===== config.mk =====
export PLATFORM = sky130hd
export DESIGN_NAME = generation_sequencer
export DESIGN_NICKNAME = d
export VERILOG_FILES = /design/src/rtl/generation_sequencer.sv
export SDC_FILE = /design/constraint.sdc
export NUM_CORES = 1
export LEC_CHECK = 0
export CORE_AREA = 2 2 74 76
export DETAILED_ROUTE_END_ITERATION = 6
export DIE_AREA = 0 0 76 78
export PLACE_DENSITY = 0.85
export REMOVE_ABC_BUFFERS = 1
export SKIP_CTS_REPAIR_TIMING = 1
export SKIP_LAST_GASP = 1
export SLEW_MARGIN = 30
export SYNTH_ARGS = -nofsm -noshare
export SYNTH_HDL_FRONTEND = slang
export SYNTH_SLANG_ARGS = --single-unit

===== constraint.sdc =====
create_clock -name clk -period 1.93 [get_ports clk]
set_input_delay 0.193 -clock clk [delete_from_list [all_inputs] [get_ports clk]]
set_output_delay 0.193 -clock clk [all_outputs]
set_load 0.03 [all_outputs]

===== src/rtl/generation_sequencer.sv =====
// Sequences one Game-of-Life generation per video frame over ping-pong row BRAMs: fetches every
// row, tracks in-order next-state write-back and swaps banks only on a frame boundary.
module generation_sequencer #(
    parameter int unsigned Y_SIZE    = 720,
    parameter int unsigned Y_WIDTH   = 10,
    parameter int unsigned GEN_WIDTH = 16
) (
    input  logic                 clk,
    input  logic                 rst,
    input  logic                 pause,
    input  logic                 step,
    input  logic                 frame_start,
    output logic [Y_WIDTH-1:0]   fetch_addr,
    output logic                 fetch_req,
    input  logic                 fetch_ready,
    input  logic                 wr_en,
    input  logic [Y_WIDTH-1:0]   wr_addr,
    output logic                 mode,
    output logic                 busy,
    output logic [GEN_WIDTH-1:0] gen_count,
    output logic                 seq_error
);

    localparam logic [Y_WIDTH-1:0] LastRow  = Y_WIDTH'(Y_SIZE - 1);
    localparam logic [Y_WIDTH-1:0] RowCount = Y_WIDTH'(Y_SIZE);

    typedef enum logic [1:0] {
        StIdle,
        StFetch,
        StDrain,
        StSwapWait
    } state_e;

    state_e               state_q, state_d;
    logic                 mode_q, mode_d;
    logic [Y_WIDTH-1:0]   fetch_addr_q, fetch_addr_d;
    logic                 fetch_req_q, fetch_req_d;
    logic                 busy_q, busy_d;
    logic [GEN_WIDTH-1:0] gen_count_q, gen_count_d;
    logic                 seq_error_q, seq_error_d;
    logic [Y_WIDTH-1:0]   wr_cnt_q, wr_cnt_d;
    logic                 step_pend_q, step_pend_d;

    logic go;
    logic start;
    logic in_gen;

    always_comb begin
        state_d      = state_q;
        mode_d       = mode_q;
        fetch_addr_d = fetch_addr_q;
        fetch_req_d  = fetch_req_q;
        busy_d       = busy_q;
        gen_count_d  = gen_count_q;
        seq_error_d  = seq_error_q;
        wr_cnt_d     = wr_cnt_q;
        step_pend_d  = step_pend_q;
        start        = 1'b0;
        go           = ~pause | step_pend_q | step;
        in_gen       = (state_q == StFetch) || (state_q == StDrain);

        // Writes must arrive strictly in row order and only while a generation is running.
        if (wr_en) begin
            if (in_gen && (wr_addr == wr_cnt_q)) begin
                wr_cnt_d = wr_cnt_q + 1'b1;
            end else begin
                seq_error_d = 1'b1;
            end
        end

        unique case (state_q)
            StIdle: begin
                if (frame_start && go) begin
                    start = 1'b1;
                end
            end
            StFetch: begin
                if (fetch_req_q && fetch_ready) begin
                    if (fetch_addr_q == LastRow) begin
                        fetch_req_d = 1'b0;
                        state_d     = (wr_cnt_q == RowCount) ? StSwapWait : StDrain;
                    end else begin
                        fetch_addr_d = fetch_addr_q + 1'b1;
                    end
                end
            end
            StDrain: begin
                if (wr_cnt_q == RowCount) begin
                    state_d = StSwapWait;
                end
            end
            StSwapWait: begin
                if (frame_start) begin
                    mode_d      = ~mode_q;
                    gen_count_d = gen_count_q + 1'b1;
                    if (go) begin
                        start = 1'b1;
                    end else begin
                        state_d = StIdle;
                        busy_d  = 1'b0;
                    end
                end
            end
            default: begin
                state_d = StIdle;
                busy_d  = 1'b0;
            end
        endcase

        if (step) begin
            step_pend_d = 1'b1;
        end

        if (start) begin
            state_d      = StFetch;
            fetch_addr_d = '0;
            fetch_req_d  = 1'b1;
            busy_d       = 1'b1;
            wr_cnt_d     = '0;
            step_pend_d  = 1'b0;
        end
    end

    always_ff @(posedge clk) begin
        if (rst) begin
            state_q      <= StIdle;
            mode_q       <= 1'b0;
            fetch_addr_q <= '0;
            fetch_req_q  <= 1'b0;
            busy_q       <= 1'b0;
            gen_count_q  <= '0;
            seq_error_q  <= 1'b0;
            wr_cnt_q     <= '0;
            step_pend_q  <= 1'b0;
        end else begin
            state_q      <= state_d;
            mode_q       <= mode_d;
            fetch_addr_q <= fetch_addr_d;
            fetch_req_q  <= fetch_req_d;
            busy_q       <= busy_d;
            gen_count_q  <= gen_count_d;
            seq_error_q  <= seq_error_d;
            wr_cnt_q     <= wr_cnt_d;
            step_pend_q  <= step_pend_d;
        end
    end

    assign fetch_addr = fetch_addr_q;
    assign fetch_req  = fetch_req_q;
    assign mode       = mode_q;
    assign busy       = busy_q;
    assign gen_count  = gen_count_q;
    assign seq_error  = seq_error_q;

endmodule


==> results.sh <==
export IMPL_path_class="reg -> reg"
export IMPL_grt_max_degree=23
export IMPL_reg2reg_depth=7
export IMPL_worst_path_largest_cell_delay_ns=0.51
export IMPL_yosys_area_top_type="dfxtp_1"
export IMPL_netlist_area_sq_um=2220
export IMPL_synthTopCellsByArea="dfxtp_1 39%, xnor2_1 7.5%, xor2_1 6.3%"
export IMPL_insertion_delay_ns=0.29
export IMPL_cts_tree="done"
export IMPL_n_fill_cell=427
export IMPL_p_leak_nw=1.11
export IMPL_holdCritPathClass="reg -> reg"
export IMPL_remaining_drc_errors=0
export IMPL_cp_arrival_ns=2.21
export IMPL_worst_hold_path_num_cells=2
export IMPL_cts_sinks=43
export IMPL_htree_levels=2
export IMPL_io_pins=47
export IMPL_finalPower_mw=2.26
export IMPL_worst_ep_required_time_ns=2.15
export IMPL_ys_async_sr_fraction=0
export IMPL_drive_gt1_frac=0.187
export IMPL_place_congestion=0.825
export IMPL_synth_warnings=0
export IMPL_setup_viol_count_final=2
export IMPL_violations="setup timing"
export IMPL_worst_pin_slew_ns=0.429
export IMPL_ys_flop_type="dfxtp_1"
export IMPL_avgSynthCellArea_sq_um=8.86
export IMPL_grt_usage=0.174
export IMPL_cap_violations=0
export IMPL_rsz0062_at_grt="true"
export IMPL_slew_violations=0
export IMPL_skew_ns=0.00541
export IMPL_dpl_hpwl_um=3890
export IMPL_max_freq_ghz=0.503
export IMPL_fp_row_count=26
export IMPL_drt_total_wl_um=5130
export IMPL_endpoint_kind="flop"
export IMPL_setup_ws_ns=-0.0574
export IMPL_avgViaCountPerCell=5.20
export IMPL_ys_ff_latch=43
export IMPL_firstDrtPassIters=4
export IMPL_grt_pass1_wl_um=8520
export IMPL_die_area_sq_um=5930
export IMPL_cp_max_fo=4
export IMPL_fin_crit_ns=1.99
export IMPL_crit_chain="inv_1, ha_1, nand4b_1, or4b_4, a21o_1, or4_1, a21oi_2"
export IMPL_slew_headroom=0.713
export IMPL_yosysMostFrequentCell="dfxtp_1"
export IMPL_place_area_sq_um=2960
export IMPL_cts_root_buf="clkbuf_8"
export IMPL_cts_buffers_inserted=5
export IMPL_grt_pass1_vias=1921
export IMPL_setup_tns_final_ns=-0.0698
export IMPL_core_area_sq_um=5040
export IMPL_synth_edf_count=0
export IMPL_die_x_um=76
export IMPL_avgRoutedWirePerCell_um=13.0
export IMPL_area_growth_pct=40.2
export IMPL_slowest_stage="or4b_4"
export IMPL_ir_drop_mv=0.447
export IMPL_powerDensity_nw_per_um2=725
export IMPL_fin_nets=353
export IMPL_diodes=0
export IMPL_clockBufferDepth=2
export IMPL_drtIter0Drc=107
export IMPL_io_buffer_count=46
export IMPL_syn_inst=251
export IMPL_die_y_um=78
export IMPL_stdcell_area_sq_um=3120
export IMPL_crit_path_start_kind="flop"
export IMPL_antenna_found_initial=0
export IMPL_status="complete, but fails checks"
export IMPL_grt_overflow_total=0
export IMPL_period_share=1.03
export IMPL_hold_viol=0
export IMPL_yosysUniqueCellTypes=42
export IMPL_synthTopCellsByCount="43 x dfxtp_1, 35 x nor2_1, 19 x xnor2_1"
export IMPL_routed_via_count=2060
export IMPL_ant_nets=0
export IMPL_path_clk_slew_ns=0.07
export IMPL_yosysTopAreaCellShare=0.387
export IMPL_initial_core_util=0.441
export IMPL_seq_area_frac_synth=0.387
==> layout by cell type, fill, tap and decap left out, types with 6 or more instances in the layout <==
master,count
buf_4,28
nand2_1,15
nand3_1,14
nand4_1,10
o21ai_0,7
a21oi_1,9
nor2_1,35
xnor2_1,17
xor2_1,16
inv_1,6
ha_1,8
dfxtp_1,40
clkdlybuf4s50_1,46
==> where the power goes <==
part,leakage [nW],internal (mW),total [mW],switching [mW]
sequential,0.349,0.935,0.962,0.0270
combinational,0.727,0.379,0.786,0.407
clock,0.0371,0.241,0.513,0.272
==> flip-flops by register name, indices dropped and copies added, names as in the netlist <==
register,count
gen_count,16
fetch_addr,10
wr_cnt_q,10
state_q,2
busy,1
fetch_req,1
mode,1
seq_error,1
step_pend_q,1
==> routing by layer <==
metal | GRT usage | vias up | part of all wire | wire length, um
met5 | 0 | - | 0 | 0
met3 | 0.0407 | 4 | 0.062 | 318
met4 | 0.0491 | 0 | 0.0066 | 34
met2 | 0.320 | 77 | 0.51 | 2630
li1 | - | 1037 | - | -
met1 | 0.204 | 942 | 0.42 | 2140
==> layout make-up <==
type	instances	area [sq um]	share of cell area
clock buffers	6	72.6	0.0233
multi-input cells	192	1350	0.433
well taps	70	87.6	0.0281
inverters	8	30.0	0.00963
repair buffers	77	713	0.229
flip-flops and latches	43	865	0.277
==> cell families after synthesis <==
group,Yosys count,synth area share
buf+inv,16,0.0377
mux,1,0.00450
simple gates,114,0.278
xor+xnor,37,0.152
flops,43,0.387
fa+ha+maj,9,0.0506
compound gates,31,0.0894
==> final timing paths <==
check | startpoint | endpoint | slack (ns)
setup reg to reg | wr_cnt_q[0] | state_q[1] | -0.06
setup / recovery | wr_cnt_q[0] | state_q[1] | -0.06
hold / removal | seq_error | seq_error | 0.45
hold reg to reg | seq_error | seq_error | 0.45
==> stage by stage <==
step / setup slack [ns] / instances / hold slack, ns / util
3_5_place_dp: -0.214 / 389 / 0.440 / 0.586
6_report: -0.0574 / 396 / 0.453 / 0.619
4_1_cts: -0.0839 / 395 / 0.450 / 0.601
2_1_floorplan: -0.130 / 243 / 0.262 / -
3_3_place_gp: -0.173 / 389 / 0.438 / 0.586
5_1_grt: -0.125 / 396 / 0.482 / 0.619
==> worst max-delay path: cells and delay by family, from the launching register on <==
kind / cells / cell delay, ns
AO/OA/AOI/OAI: 2 / 0.35
adder cells (fa/ha/maj): 1 / 0.15
buffers and inverters: 1 / 0.05
flip-flops: 1 / 0.31
AND/OR/NAND/NOR: 3 / 1.05
Power figures use the tool's default switching activity.
